### src/rtl/mux_nx1_rr.sv
// Registered N:1 multiplexer with per-channel valid/ready handshakes.
// Channels are picked by an external select or by a round-robin pointer.
module mux_nx1_rr #(
   parameter int WIDTH = 32,
   parameter int N     = 4,
   parameter int SELW  = 2
) (
   input  logic               clk,
   input  logic               rst_n,
   input  logic [N*WIDTH-1:0] in_data,
   input  logic [N-1:0]       in_valid,
   output logic [N-1:0]       in_ready,
   input  logic               sel_mode,
   input  logic [SELW-1:0]    sel,
   output logic [WIDTH-1:0]   out_data,
   output logic               out_valid,
   input  logic               out_ready,
   output logic [SELW-1:0]    out_chan
);

   localparam int NPAD = 1 << SELW;
   localparam logic [SELW:0] N_W = (SELW+1)'(N);

   logic [WIDTH-1:0] chan_data [N];
   logic [NPAD-1:0]  valid_pad;
   logic             load_en;
   logic             gnt_valid;
   logic [SELW-1:0]  gnt_idx;
   logic             rr_valid;
   logic [SELW-1:0]  rr_idx;
   logic [SELW:0]    cand;
   logic [SELW:0]    inc;
   logic [SELW-1:0]  ptr_next;
   logic [WIDTH-1:0] mux_data;

   logic [WIDTH-1:0] out_data_reg;
   logic             out_valid_reg;
   logic [SELW-1:0]  out_chan_reg;
   logic [SELW-1:0]  ptr_reg;

   genvar gi;
   generate
      for (gi = 0; gi < N; gi++) begin : g_chan
         assign chan_data[gi] = in_data[gi*WIDTH +: WIDTH];
         assign in_ready[gi]  = load_en & gnt_valid & (gnt_idx == SELW'(gi));
      end
   endgenerate

   // Padding lets an out-of-range select read a zero valid instead of indexing past N.
   always_comb begin
      valid_pad        = '0;
      valid_pad[N-1:0] = in_valid;
   end

   // Reset also gates ready so nothing handshakes while the output is held clear.
   assign load_en = rst_n & (~out_valid_reg | out_ready);

   // Scan from the farthest candidate back to ptr so the nearest valid channel wins.
   always_comb begin
      rr_valid = 1'b0;
      rr_idx   = '0;
      cand     = '0;
      for (int k = N - 1; k >= 0; k--) begin
         cand = {1'b0, ptr_reg} + (SELW+1)'(k);
         if (cand >= N_W) begin
            cand = cand - N_W;
         end
         if (valid_pad[cand[SELW-1:0]]) begin
            rr_valid = 1'b1;
            rr_idx   = cand[SELW-1:0];
         end
      end
   end

   always_comb begin
      if (sel_mode) begin
         gnt_valid = rr_valid;
         gnt_idx   = rr_idx;
      end else begin
         gnt_valid = valid_pad[sel];
         gnt_idx   = sel;
      end
   end

   always_comb begin
      mux_data = '0;
      for (int i = 0; i < N; i++) begin
         if (gnt_idx == SELW'(i)) begin
            mux_data = chan_data[i];
         end
      end
   end

   always_comb begin
      inc = {1'b0, gnt_idx} + (SELW+1)'(1);
      if (inc >= N_W) begin
         inc = '0;
      end
      ptr_next = inc[SELW-1:0];
   end

   always_ff @(posedge clk or negedge rst_n) begin
      if (!rst_n) begin
         out_data_reg  <= '0;
         out_valid_reg <= 1'b0;
         out_chan_reg  <= '0;
         ptr_reg       <= '0;
      end else if (load_en) begin
         if (gnt_valid) begin
            out_data_reg  <= mux_data;
            out_chan_reg  <= gnt_idx;
            out_valid_reg <= 1'b1;
            if (sel_mode) begin
               ptr_reg <= ptr_next;
            end
         end else begin
            out_valid_reg <= 1'b0;
         end
      end
   end

   assign out_data  = out_data_reg;
   assign out_valid = out_valid_reg;
   assign out_chan  = out_chan_reg;

endmodule

### config.mk
export PLATFORM = sky130hd
export DESIGN_NAME = mux_nx1_rr
export DESIGN_NICKNAME = d
export VERILOG_FILES = /design/src/rtl/mux_nx1_rr.sv
export SDC_FILE = /design/constraint.sdc
export NUM_CORES = 1
export LEC_CHECK = 0
export BUFFER_PORTS_ARGS = -buffer_cell sky130_fd_sc_hd__clkbuf_2
export CAP_MARGIN = 40
export CORE_AREA = 2 2 83 93
export CTS_BUF_LIST = sky130_fd_sc_hd__clkbuf_8
export DETAILED_ROUTE_END_ITERATION = 12
export DIE_AREA = 0 0 85 95
export GPL_TIMING_DRIVEN = 0
export MAX_ROUTING_LAYER = met4
export PLACE_DENSITY = 0.7
export RECOVER_POWER = 50
export SYNTH_ARGS = -nofsm -noshare
export SYNTH_HDL_FRONTEND = slang
export SYNTH_SLANG_ARGS = --single-unit
export TNS_END_PERCENT = 30
### constraint.sdc
create_clock -name clk -period 3.9 [get_ports clk]
set_clock_uncertainty 0.1 [all_clocks]
set_input_delay 0.78 -clock clk [delete_from_list [all_inputs] [get_ports clk]]
set_output_delay 0.78 -clock clk [all_outputs]
set_load 0.05 [all_outputs]
======== Yosys cells after proc, flatten, opt, wreduce, memory -nomap -nowiden ========
Cells that the tools add are included.
operators by class
  muxes and demuxes ....................... 30
  bitwise gates (word level) .............. 8
  $lt $le $gt $ge ......................... 10
  reductions and logical operators ........ 3
  $add $sub $neg .......................... 8
  equality and inequality tests ........... 3
operators with widths
  kind                   number
  $mux W32               4
  $mux W2                10
  $lt A2 B3 Y1 const B   5
  $ge A3 B3 Y1 const B   4
  $mux W1                11
  $bmux W1 S2            5
  $sub A2 B1 Y2 const B  4
  $add A2 B1 Y3 const B  2
  $add A2 B2 Y3 const B  2
  $and A1 B1 Y1          6
  $eq A2 B2 Y1 const B   2
  $ge A2 B3 Y1 const B   1
  $reduce_and A3 Y1      1
  $eq A2 B1 Y1 const B   1
  $logic_not A2 Y1       1
  $reduce_and A2 Y1      1
  $not A1 Y1             1
  $or A1 B1 Y1           1
word-level totals
  register bits after elaboration ......... 37
  output and inout port bits .............. 39

======== Depth between registers and ports, before layout ========
Gate-level depths: netlist of run 1.
  word-level depth ........................ 15
  depth in mapped cells ................... 14
  depth with buffers taken out ............ 11

======== Worst setup path after synthesis of run 1 ========
OpenSTA, ideal clock, no wires.
  kind .................................... input port to output port
  start ................................... input in_valid[2]
  end ..................................... output in_ready[2]
  arrival time ............................ 2.755 ns
  path buffers ............................ 2
  setup slack ............................. 0.265 ns
  stages on the path ...................... 10
  data required time ...................... 3.020 ns
  path through ............................ inv_1 -> o32ai_1 -> nor2_1 -> a21o_1 -> inv_1 -> ha_1 -> clkbuf_1 -> inv_1 -> clkbuf_1 -> nor2_1
between the ends
  word-level cells in the longest chain between the ends .. 9
  elaborated cells between the ends (all ways) .. 23
ends and longest elaborated chain
  item                           line  RTL
  from (decl)                    11    input logic [N-1:0] in_valid,
  $bmux W1 S2                    68    if (valid_pad[cand[SELW-1:0]]) begin
  $mux W1 (implied by the code)  68
  $mux W2 (3 in a row)           68
  $mux W2 (*)                    68
  $mux W2 (*)                    76    if (sel_mode) begin
  named net gnt_idx[0]           28    logic [SELW-1:0] gnt_idx;
  $eq A2 B2 Y1 (*)               45    assign in_ready[gi] = load_en & gnt_valid & (gnt_idx == SELW'(gi));
  $and A1 B1 Y1 (*)              45
  to (decl)                      12    output logic [N-1:0] in_ready,
The timed path passes the listed nets; every way through them passes the cells marked *. The select of a mux whose other input is x is not followed.

======== Worst setup path in the final report of run 1 ========
Ends and elaborated chain as after synthesis.

==> results of run 1 <==
-- routing by layer --
| layer | share of wire (%) | vias to the layer above |
|---|---|---|
| met5 | 0 | - |
| met4 | 1.7 | 0 |
| met3 | 7.3 | 15 |
| met2 | 50 | 150 |
| met1 | 41 | 1456 |
| li1 | - | 1512 |
-- kinds of logic (layout without fill, tap and decap cells) --
family,count (synthesis),in the layout,synth area share (%)
flops,37,37,37.8
buf+inv,39,224,7.35
simple gates,113,113,20.1
compound gates,117,117,30.4
fa+ha+maj,4,4,2.04
mux,4,4,2.40
-- layout make-up --
class,count,area [sq um],area share [%]
multi-input cells,238,1350,38.2
repair buffers,180,883,25.1
flip-flops and latches,37,926,26.3
well taps,87,109,3.09
clock inverters,3,11.3,0.320
clock buffers,5,68.8,1.96
inverters,10,41.3,1.17
plain buffers,26,133,3.77
-- cell usage in the layout (no fill, tap or decap), types with 3 or more instances in the layout --
| cell type | netlist | routed |
|---|---|---|
| nor3_1 | 32 | 32 |
| dfrtp_1 | 37 | 37 |
| a21o_1 | 3 | 3 |
| buf_6 | 4 | 4 |
| o21ai_1 | 18 | 18 |
| nor2_1 | 37 | 37 |
| clkbuf_8 | 0 | 5 |
| clkbuf_2 | 1 | 159 |
| nand2_1 | 34 | 34 |
| inv_1 | 10 | 12 |
| a221oi_1 | 32 | 32 |
| clkbuf_1 | 22 | 38 |
| o21ai_0 | 19 | 19 |
| buf_4 | 0 | 3 |
| ha_1 | 4 | 4 |
| a21oi_1 | 36 | 36 |
-- worst max-delay path by stage --
stage,from,slack (ps),endpoint,cells past startpoint
2_1_floorplan,in_valid[2],270,in_ready[2],10
3_3_place_gp,rst_n,-110,in_ready[1],7
3_5_place_dp,in_valid[0],-150,in_ready[2],11
4_1_cts,ptr_reg[1],50,in_ready[2],10
5_1_grt,in_valid[2],-50,in_ready[2],11
6_report,in_valid[2],90,in_ready[2],11
-- timing repair --
item                                    CTS  global route
setup buffers                             0             3
resized for setup                         1             1
endpoints found under the setup margin    2             2
-- report_power, final --
part / leakage, nW / switching, mW / internal, mW / total, mW
clock: 0.0519 / 0.132 / 0.119 / 0.252
combinational: 1.24 / 0.985 / 0.384 / 1.37
sequential: 0.466 / 0.0892 / 0.530 / 0.620
-- critical path, delay by kind of cell --
kind | cells | cell delay, ps
compound gates | 2 | 540
fa+ha+maj | 1 | 140
buf+inv | 6 | 1210
simple gates | 2 | 260
-- through the flow --
step	setup TNS, ps	utilization, %	worst slack (ps)	power, mW	cell area [sq um]
2_1_floorplan	0	-	265	1.62	2450
3_3_place_gp	-264	47.6	-106	1.98	3440
3_5_place_dp	-202	48.0	-149	2.02	3470
4_1_cts	0	49.1	46.6	2.28	3550
5_1_grt	-46.4	48.7	-46.4	2.41	3520
6_report	0	48.7	86.8	2.24	3520
==> metrics.md, run 1 <==
| Metric | Value |
|---|---|
| Mapped Cells | `314` |
| Final WL | `8930 um` |
| Peak supply drop | `0.302 mV` |
| Synth warn | `0` |
| CP Launch Type | `primary input` |
| Vias/cell | `5.35` |
| Final-report max-slew violation count | `0` |
| Worst r2r path cells | `12` |
| Drt pass-1 iters | `4` |
| Status | `finished clean` |
| Post-synth top cells | `dfrtp_1 (37), nor2_1 (37), a21oi_1 (36)` |
| Latest clock arrival within the worst-skew pair | `290 ps` |
| PortBufs | `176` |
| Fin cells | `586` |
| Root Buffer | `clkbuf_8` |
| Register area share after synthesis | `37.8%` |
| Initial antenna violation count | `0` |
| Worst path slowest cell | `clkbuf_1` |
| Final Hold Fails | `0` |
| Drt drc | `0` |
| Largest net degree at the start of global routing | `22` |
| Clock Sinks | `37` |
| Ranking of synthesized cells by area | `dfrtp_1 (38%), a221oi_1 (11%), a21oi_1 (7.4%), nor3_1 (6.5%), nor2_1 (5.7%)` |
| Register clock-pin slew on the reported worst setup and hold paths | `70 ps` |
| Crit end category | `output pin` |
| Fraction of layout instances using a drive strength above 1 | `36.3%` |
| Io pins | `177` |
| Largest register FFs | `32` |
| Mapped cell area | `2450 sq um` |
| Final net count | `640` |
| Tightest Pin Transition | `1210 ps` |
| Clk buf depth | `2` |
| Hold buffer count at CTS | `0` |
| Pwr dens | `637 nW/um^2` |
| Core area | `7230 sq um` |
| Setup CP Type | `primary input to output pin` |
| Grt met2 use | `35.7%` |
| Total die area | `8080 sq um` |
| CP Max Fanout | `7` |
| Area Overhead vs Synth | `43.5%` |
| Unrepaired setup endpoints after global routing | `yes` |
| H-tree depth | `2` |
| Lkg Pwr | `1.76 nW` |
| Max Fclk | `0.262 GHz` |
| 1st-iter DRT viols | `168` |
| Final setup violation count | `0` |
| Synthesized area per cell | `7.81 sq um` |
| CTS tree | `built` |
| WL/cell | `15.2 um` |
| First-pass GRT wire length | `13,900 um` |
| Vias in the first global route | `2,930` |
| GRT Util Overall | `22.2%` |
| Crit path largest cell delay | `350 ps` |
| RR Startpoint | `ptr_reg[1]` |
| Dpl cells | `578` |
| Worst-path cell chain | `clkbuf_2, inv_1, o32ai_1, nor2_1, a21o_1, inv_1, ha_1, clkbuf_1, clkinvlp_4, nor2_1, clkbuf_2` |
| Hpwl dp | `6980 um` |
| Final Cycle Share | `97.8%` |
| # diodes | `0` |
| Post-layout min period | `3810 ps` |
| Max Cap Viol | `0` |
| Inserted Clock Buffers | `5` |
| Synth Register Bits | `37` |
| Worst reg-to-reg setup slack | `620 ps` |
| Max_slew headroom | `19.5%` |
| WP data arrival | `2930 ps` |
| Placer Congestion | `0.860` |
| Chip Height | `95 um` |
| Post-synth top area share | `37.8%` |
| Met3 usage | `3.85%` |
| Netlist cell types | `32` |
| Total global routing overflow | `0` |
| Die Wd | `85 um` |
| EDFF count, synth | `0` |
| Routed Antenna Nets | `0` |
| Effective utilization at floorplan | `33.9%` |
| GR Util met1 | `28.3%` |
| Via count | `3,133` |
| GR peak layer | `met2` |
| Worst reg2reg endpoint | `out_data[11]` |
| Critical path required time | `3020 ps` |
| Top FF cell, synth | `dfrtp_1` |
| Worst hold path class | `primary input to async pin` |
| Syn nets | `456` |
| Filler cells | `778` |
| Post-synth ARST share | `100%` |
| Leading area contributor after synthesis | `dfrtp_1` |
| Final hold slack | `327 ps` |
| Site row count | `33` |
Power figures use the tool's default switching activity.
==> run 2, diff against run 1 <==
--- a/config.mk
+++ b/config.mk
@@ -11,7 +11,6 @@
 export CTS_BUF_LIST = sky130_fd_sc_hd__clkbuf_8
 export DETAILED_ROUTE_END_ITERATION = 12
 export DIE_AREA = 0 0 85 95
-export GPL_TIMING_DRIVEN = 0
 export MAX_ROUTING_LAYER = met4
 export PLACE_DENSITY = 0.7
 export RECOVER_POWER = 50
==> run 2 against run 1 <==
The flow now finishes with violations (capacitance limit, slew limit). Combinational power fell by 4%. Worst setup slack improved by 390 ps. Die area did not move. Routed wire length fell by 13%. Sequential cell count did not move. Global-route usage fell by 2.6 points. Critical path type unchanged. Critical endpoint is now in_ready[1]. Largest power group unchanged.
==> metrics.md, run 2 (synthesized netlist as in run 1, its figures left out) <==
| Metric | Value |
|---|---|
| H-tree depth | `2 (unchanged)` |
| Failing checks | `capacitance limit, slew limit` |
| Final hold slack | `381 ps (was 327 ps)` |
| Internal power | `1.04 mW (was 1.03 mW)` |
| Worst path slowest cell | `or2_2 (was clkbuf_1)` |
| Drt pass-1 iters | `4 (unchanged)` |
| Largest register FFs | `32 (unchanged)` |
| WP data arrival | `2540 ps (was 2930 ps)` |
| Cts repair resizes | `0 (was 1)` |
| Initial antenna violation count | `0 (unchanged)` |
| Pwr dens | `643 nW/um^2 (was 637 nW/um^2)` |
| Peak supply drop | `0.300 mV (was 0.302 mV)` |
| Inserted Clock Buffers | `5 (unchanged)` |
| Max Cap Viol | `1 (was 0)` |
| Final Cycle Share | `87.6% (was 97.8%)` |
| Root Buffer | `clkbuf_8 (unchanged)` |
| 1st-iter DRT viols | `111 (was 168)` |
| Status | `complete, but fails checks (was finished clean)` |
| Final net count | `620 (was 640)` |
| Chip Height | `95 um (unchanged)` |
| Largest net degree at the start of global routing | `66 (was 22)` |
| Hold Path Stages | `2` |
| Post-route setup slack | `482 ps (was 86.8 ps)` |
| Tightest Pin Transition | `2100 ps (was 1210 ps)` |
| Effective utilization at floorplan | `33.9% (unchanged)` |
| Setup CP Type | `primary input to output pin (unchanged)` |
| Gate power share | `59.8% (was 61.1%)` |
| Final setup violation count | `0 (unchanged)` |
| Post-layout min period | `3420 ps (was 3810 ps)` |
| Worst reg-to-reg setup slack | `870 ps (was 620 ps)` |
| PortBufs | `176 (unchanged)` |
| Area Overhead vs Synth | `40.1% (was 43.5%)` |
| Worst r2r path cells | `13 (was 12)` |
| Max Fclk | `0.293 GHz (was 0.262 GHz)` |
| Routed Antenna Nets | `0 (unchanged)` |
| Worst Hold End | `out_data[22]` |
| Drt drc | `0 (unchanged)` |
| Critical path required time | `3020 ps (about the same)` |
| Final WL | `7740 um (was 8930 um)` |
| Hold buffer count at CTS | `0 (unchanged)` |
| Io pins | `177 (unchanged)` |
| Fraction of layout instances using a drive strength above 1 | `37.7% (was 36.3%)` |
| Latest clock arrival within the worst-skew pair | `280 ps (was 290 ps)` |
| Postcts setup bufs | `0 (unchanged)` |
| Placer Congestion | `0.917 (was 0.860)` |
| Clk pwr share | `12.0% (was 11.2%)` |
| Grt met2 use | `35.5% (was 35.7%)` |
| Seq pwr share | `28.1% (was 27.6%)` |
| Unrepaired setup endpoints after global routing | `no (was yes)` |
| # diodes | `0 (unchanged)` |
| Worst-path cell chain | `clkbuf_2, o21ai_0, a21o_1, o221a_2, or2_2, inv_1, ha_1, inv_1, nor2_1, clkbuf_2 (was clkbuf_2, inv_1, o32ai_1, nor2_1, a21o_1, inv_1, ha_1, clkbuf_1, clkinvlp_4, nor2_1, clkbuf_2)` |
| Die Wd | `85 um (unchanged)` |
| Worst slack, placed | `469 ps (was -149 ps)` |
| CP Max Fanout | `8 (was 7)` |
| Vias in the first global route | `2,786 (was 2,930)` |
| Clock Sinks | `37 (unchanged)` |
| CP Launch Type | `primary input (unchanged)` |
| Core area | `7230 sq um (unchanged)` |
| Hpwl dp | `5910 um (was 6980 um)` |
| CTS tree | `built (unchanged)` |
| Final Hold Fails | `0 (unchanged)` |
| Total global routing overflow | `0 (unchanged)` |
| RR Startpoint | `ptr_reg[1] (unchanged)` |
| Met3 usage | `3.76% (was 3.85%)` |
| Worst reg2reg endpoint | `out_data[9] (was out_data[11])` |
| GR peak layer | `met2 (unchanged)` |
| Crit path largest cell delay | `330 ps (was 350 ps)` |
| First-pass GRT wire length | `12,500 um (was 13,900 um)` |
| Lkg Pwr | `1.72 nW (was 1.76 nW)` |
| Final-report max-slew violation count | `40 (was 0)` |
| Worst path buffer plus inverter count | `4 (was 6)` |
| Setup TNS | `0 ps (unchanged)` |
| Via count | `2,922 (was 3,133)` |
| Register clock-pin slew on the reported worst setup and hold paths | `70 ps (about the same)` |
| Family with the most delay on the worst path | `buffers and inverters (unchanged)` |
| Most common cell after layout, fill and taps aside | `clkbuf_2 (unchanged)` |
| Max_slew headroom | `-39.8% (was 19.5%)` |
| Clk buf depth | `2 (unchanged)` |
| Final Core Density | `47.5% (was 48.7%)` |
| Worst hold path class | `flop to flop (was primary input to async pin)` |
| Site row count | `33 (unchanged)` |
| WL/cell | `13.7 um (was 15.2 um)` |
| Most frequent cells in the layout | `clkbuf_2 (157), nor2_1 (37), dfrtp_1 (37) (was clkbuf_2 (159), clkbuf_1 (38), nor2_1 (37), dfrtp_1 (37), a21oi_1 (36))` |
| Total die area | `8080 sq um (unchanged)` |
| Switching share of total power | `52.8% (was 53.9%)` |
| Crit end category | `output pin (unchanged)` |
| HP Start | `out_data[22]` |
| Sw Pwr | `1.17 mW (was 1.21 mW)` |
| Vias/cell | `5.17 (was 5.35)` |
| GR Util met1 | `22.4% (was 28.3%)` |
| GRT Util Overall | `19.6% (was 22.2%)` |
==> run 2: cell count changes in the layout (fill, tap and decap cells not counted), sizes merged <==
| cell | change |
|---|---|
| clkbuf | -18 |
| clkinvlp | -1 |
| inv | -1 |
| buf | -1 |
==> run 2: stage by stage <==
| stage | instances | power, mW | area [sq um] |
|---|---|---|---|
| after floorplan | 314 | 1.62 | 2450 |
| after global placement | 558 | 1.95 | 3380 |
| after detailed placement | 558 | 1.98 | 3380 |
| after CTS | 565 | 2.26 | 3460 |
| after global routing | 565 | 2.39 | 3430 |
| final | 565 | 2.21 | 3430 |
==> run 2: worst register-to-register path, delay by kind of cell, from the launching register on <==
family	cells	cell delay, ps
AOI/OAI and AO/OA	6	1120
DFF	1	500
and+or+nand+nor	3	490
buffers and inverters	3	490
adders and majority gates	1	180
==> run 2: worst max-delay path by stage <==
| stage | start | to | cells past startpoint | slack (ps) |
|---|---|---|---|---|
| 2_1_floorplan | in_valid[2] | in_ready[2] | 10 | 270 |
| 3_3_place_gp | in_valid[1] | in_ready[0] | 9 | 550 |
| 3_5_place_dp | in_valid[1] | out_data[21] | 14 | 470 |
| 4_1_cts | in_valid[1] | in_ready[1] | 10 | 490 |
| 5_1_grt | in_valid[0] | in_ready[1] | 10 | 340 |
| 6_report | in_valid[1] | in_ready[1] | 10 | 480 |
==> run 2: final cells by class <==
class	instances	area, sq um
clock buffers	6	82.6
repair buffers	186	925
flip-flops and latches	37	926
inverters	10	37.5
well taps	87	109
clock inverters	1	3.75
fillers	772	3790
multi-input cells	238	1350
==> run 2: layer usage <==
layer | vias to the layer above | part of all wire (%)
met5 | - | 0
met4 | 0 | 0.62
met3 | 6 | 6.0
met2 | 110 | 51
met1 | 1327 | 42
li1 | 1479 | -
==> run 2: power groups by stage <==
stage | Clock (mW) | Combinational (mW) | Sequential, mW
6_report | 0.266 | 1.32 | 0.622
5_1_grt | 0.299 | 1.44 | 0.643
4_1_cts | 0.279 | 1.35 | 0.624
3_5_place_dp | 0 | 1.35 | 0.630
3_3_place_gp | 0 | 1.33 | 0.623
2_1_floorplan | 0 | 0.524 | 1.10
==> run 3, diff against run 2 <==
--- a/config.mk
+++ b/config.mk
@@ -5,14 +5,14 @@
 export SDC_FILE = /design/constraint.sdc
 export NUM_CORES = 1
 export LEC_CHECK = 0
-export BUFFER_PORTS_ARGS = -buffer_cell sky130_fd_sc_hd__clkbuf_2
+export BUFFER_PORTS_ARGS = -buffer_cell sky130_fd_sc_hd__buf_2
 export CAP_MARGIN = 40
 export CORE_AREA = 2 2 83 93
 export CTS_BUF_LIST = sky130_fd_sc_hd__clkbuf_8
 export DETAILED_ROUTE_END_ITERATION = 12
 export DIE_AREA = 0 0 85 95
 export MAX_ROUTING_LAYER = met4
-export PLACE_DENSITY = 0.7
+export PLACE_DENSITY = 0.72
 export RECOVER_POWER = 50
 export SYNTH_ARGS = -nofsm -noshare
 export SYNTH_HDL_FRONTEND = slang
==> constraint.sdc (replaced) <==
create_clock -name clk -period 2.83 [get_ports clk]
set_clock_uncertainty 0.1 [all_clocks]
set_input_delay 0.566 -clock clk [delete_from_list [all_inputs] [get_ports clk]]
set_output_delay 0.566 -clock clk [all_outputs]
set_load 0.05 [all_outputs]
==> run 3 against run 2 <==
Register-to-register slack worse by 680 ps. Via count is 2.3% higher. Sequential share of layout area is 1.6 points lower. Routed wire length is 3.4% higher. Die area stayed put. Non-clock buffer count is 13 higher. Power is 43% higher. First-iteration DRC count is 12% higher. Clock power is 27% higher. Combinational power is 50% higher. Sequential cell count stayed put. Final area is 6.3% higher. The flow now finishes without violations.
==> metrics.md, run 3 (synthesized netlist as in run 1, its figures left out) <==
| Metric | Value |
|---|---|
| Status | `finished clean (was complete, but fails checks)` |
| Switching share of total power | `52.4% (was 52.8%)` |
| Pwr dens | `868 nW/um^2 (was 643 nW/um^2)` |
| Root Buffer | `clkbuf_8 (unchanged)` |
| Final-report max-slew violation count | `0 (was 40)` |
| Worst path buffer plus inverter count | `3 (was 4)` |
| Crit path largest cell delay | `440 ps (was 330 ps)` |
| Total Power | `3.17 mW (was 2.21 mW)` |
| Final Cycle Share | `98.8%` |
| Max_slew headroom | `35.0% (was -39.8%)` |
| Worst path slowest cell | `dfrtp_2 (was or2_2)` |
| Drt pass-1 iters | `7 (was 4)` |
| Total die area | `8080 sq um (unchanged)` |
| Final setup violation count | `0 (unchanged)` |
| Final hold slack | `380 ps (was 381 ps)` |
| Io pins | `177 (unchanged)` |
| Clk buf depth | `2 (unchanged)` |
| Max Cap Viol | `0 (was 1)` |
| Fraction of layout instances using a drive strength above 1 | `42.3% (was 37.7%)` |
| Largest register FFs | `32 (unchanged)` |
| Core area | `7230 sq um (unchanged)` |
| Family with the most delay on the worst path | `buffers and inverters (unchanged)` |
| Worst hold path class | `flop to flop (unchanged)` |
| Crit end category | `output pin (unchanged)` |
| Latest clock arrival within the worst-skew pair | `290 ps (was 280 ps)` |
| Final WL | `8010 um (was 7740 um)` |
| Drt drc | `0 (unchanged)` |
| Routed Antenna Nets | `0 (unchanged)` |
| # diodes | `0 (unchanged)` |
| Hold buffer count at CTS | `0 (unchanged)` |
| Internal power | `1.51 mW (was 1.04 mW)` |
| Final Core Density | `50.5% (was 47.5%)` |
| CTS tree | `built (unchanged)` |
| Site row count | `33 (unchanged)` |
| Sw Pwr | `1.66 mW (was 1.17 mW)` |
| Lkg Pwr | `1.79 nW (was 1.72 nW)` |
| Final net count | `633 (was 620)` |
| PortBufs | `176 (unchanged)` |
| Inserted Clock Buffers | `5 (unchanged)` |
| Largest net degree at the start of global routing | `40 (was 66)` |
| Setup CP Type | `flop to output pin (was primary input to output pin)` |
| Placer Congestion | `0.806 (was 0.917)` |
| Final Hold Fails | `0 (unchanged)` |
| Peak supply drop | `0.420 mV (was 0.300 mV)` |
| Vias/cell | `5.16 (was 5.17)` |
| Max Fclk | `0.358 GHz` |
| WL/cell | `13.8 um (was 13.7 um)` |
| Total global routing overflow | `0 (unchanged)` |
| Effective utilization at floorplan | `33.9% (unchanged)` |
| GRT Util Overall | `19.7% (was 19.6%)` |
| Seq pwr share | `26.9% (was 28.1%)` |
| Area Overhead vs Synth | `48.9% (was 40.1%)` |
| 1st-iter DRT viols | `124 (was 111)` |
| Dpl cells | `567 (was 558)` |
| WP data arrival | `2130 ps (was 2540 ps)` |
| Critical path required time | `2160 ps (was 3020 ps)` |
| Post-layout min period | `2790 ps` |
| Most frequent cells in the layout | `buf_2 (152), a21oi_1 (36), dfrtp_1 (36) (was clkbuf_2 (157), nor2_1 (37), dfrtp_1 (37))` |
| Worst-path cell chain | `buf_4, a21boi_2, o32ai_4, nor2_2, a21o_1, buf_4, ha_2, and3_2, buf_6 (was clkbuf_2, o21ai_0, a21o_1, o221a_2, or2_2, inv_1, ha_1, inv_1, nor2_1, clkbuf_2)` |
| Initial antenna violation count | `0 (unchanged)` |
| Gate power share | `62.4% (was 59.8%)` |
| Most common cell after layout, fill and taps aside | `buf_2 (was clkbuf_2)` |
| Fin cells | `579 (was 565)` |
| Chip Height | `95 um (unchanged)` |
| Hpwl dp | `6130 um (was 5910 um)` |
| First-pass GRT wire length | `12,700 um (was 12,500 um)` |
| H-tree depth | `2 (unchanged)` |
| Vias in the first global route | `2,828 (was 2,786)` |
| Via count | `2,989 (was 2,922)` |
| Filler cells | `745 (was 772)` |
| Tightest Pin Transition | `975 ps (was 2100 ps)` |
| Register clock-pin slew on the reported worst setup and hold paths | `80 ps (was 70 ps)` |
| Die Wd | `85 um (unchanged)` |
| Clock Sinks | `37 (unchanged)` |
| Top cell by count, worst path | `buf_4` |
| Clk pwr share | `10.7% (was 12.0%)` |
| CP Launch Type | `flop (was primary input)` |
| CP Max Fanout | `5 (was 8)` |
==> run 3: cell count changes in the layout (fill, tap and decap cells not counted), moves of 3 or more <==
cell / change
buf_2: +152
nor2_1: -3
buf_4: +12
buf_6: +5
clkbuf_2: -156
==> run 3: layer usage <==
metal / track usage [%] / vias to the layer above / wire, um
met5: - / - / 0
li1: - / 1502 / -
met2: 34.6 / 122 / 4250
met1: 23.5 / 1357 / 3140
met3: 3.50 / 8 / 549
met4: 4.50 / 0 / 68
==> run 3: path summary, 6_finish.rpt <==
check,from,to,slack (ps),cells after the start
setup / recovery,ptr_reg[1],in_ready[3],40,9
hold reg to reg,out_data[7],out_data[7],380,2
hold / removal,out_data[7],out_data[7],380,2
setup reg to reg,ptr_reg[1],out_data[31],190,13
min in group asynchronous,rst_n,out_chan[0],430,2
max in group asynchronous,rst_n,ptr_reg[1],1540,2
==> run 3: metrics by stage <==
step                setup slack [ps]  cell area (sq um)  TNS [ps]
CTS                             7.83               3590         0
finish                          35.3               3650         0
detailed placement              -177               3460     -4270
floorplan                      -87.8               2470     -93.8
global route                   -23.6               3650     -35.9
global placement               -52.5               3460      -262
==> run 3: area by class of cell <==
class	count	area [sq um]	area share [%]
clock buffer	5	68.8	1.89
clock inverter	3	11.3	0.309
inverter	10	37.5	1.03
multi-input combinational	238	1430	39.3
sequential	37	927	25.4
tap	87	109	2.98
timing repair buffer	199	1060	29.1
==> run 3: timing repair <==
action                     4_1_cts  5_1_grt
gates cloned                     0        0
setup endpoints to repair        4       25
buffers inserted                 2        2
pin swaps                        0        1
gates resized for setup         12       17
==> run 3: power groups by stage <==
stage	Sequential, mW	Clock [mW]	Combinational [mW]
final	0.851	0.339	1.98
after global routing	0.881	0.379	2.14
after CTS	0.850	0.362	1.96
after detailed placement	0.861	0	1.92
after global placement	0.847	0	1.89
after floorplan	1.51	0	0.730
==> run 3: worst reg2reg max path, stage by stage, from the launching register on <==
cell	delay, ps
dfrtp_2	440
buf_4	170
a21boi_2	180
o32ai_4	120
nor2_2	140
a21o_1	140
inv_1	80
ha_2	190
nor2b_2	170
buf_4	190
a221oi_1	300
nor3_1	90
a21oi_1	120
o21ai_0	90
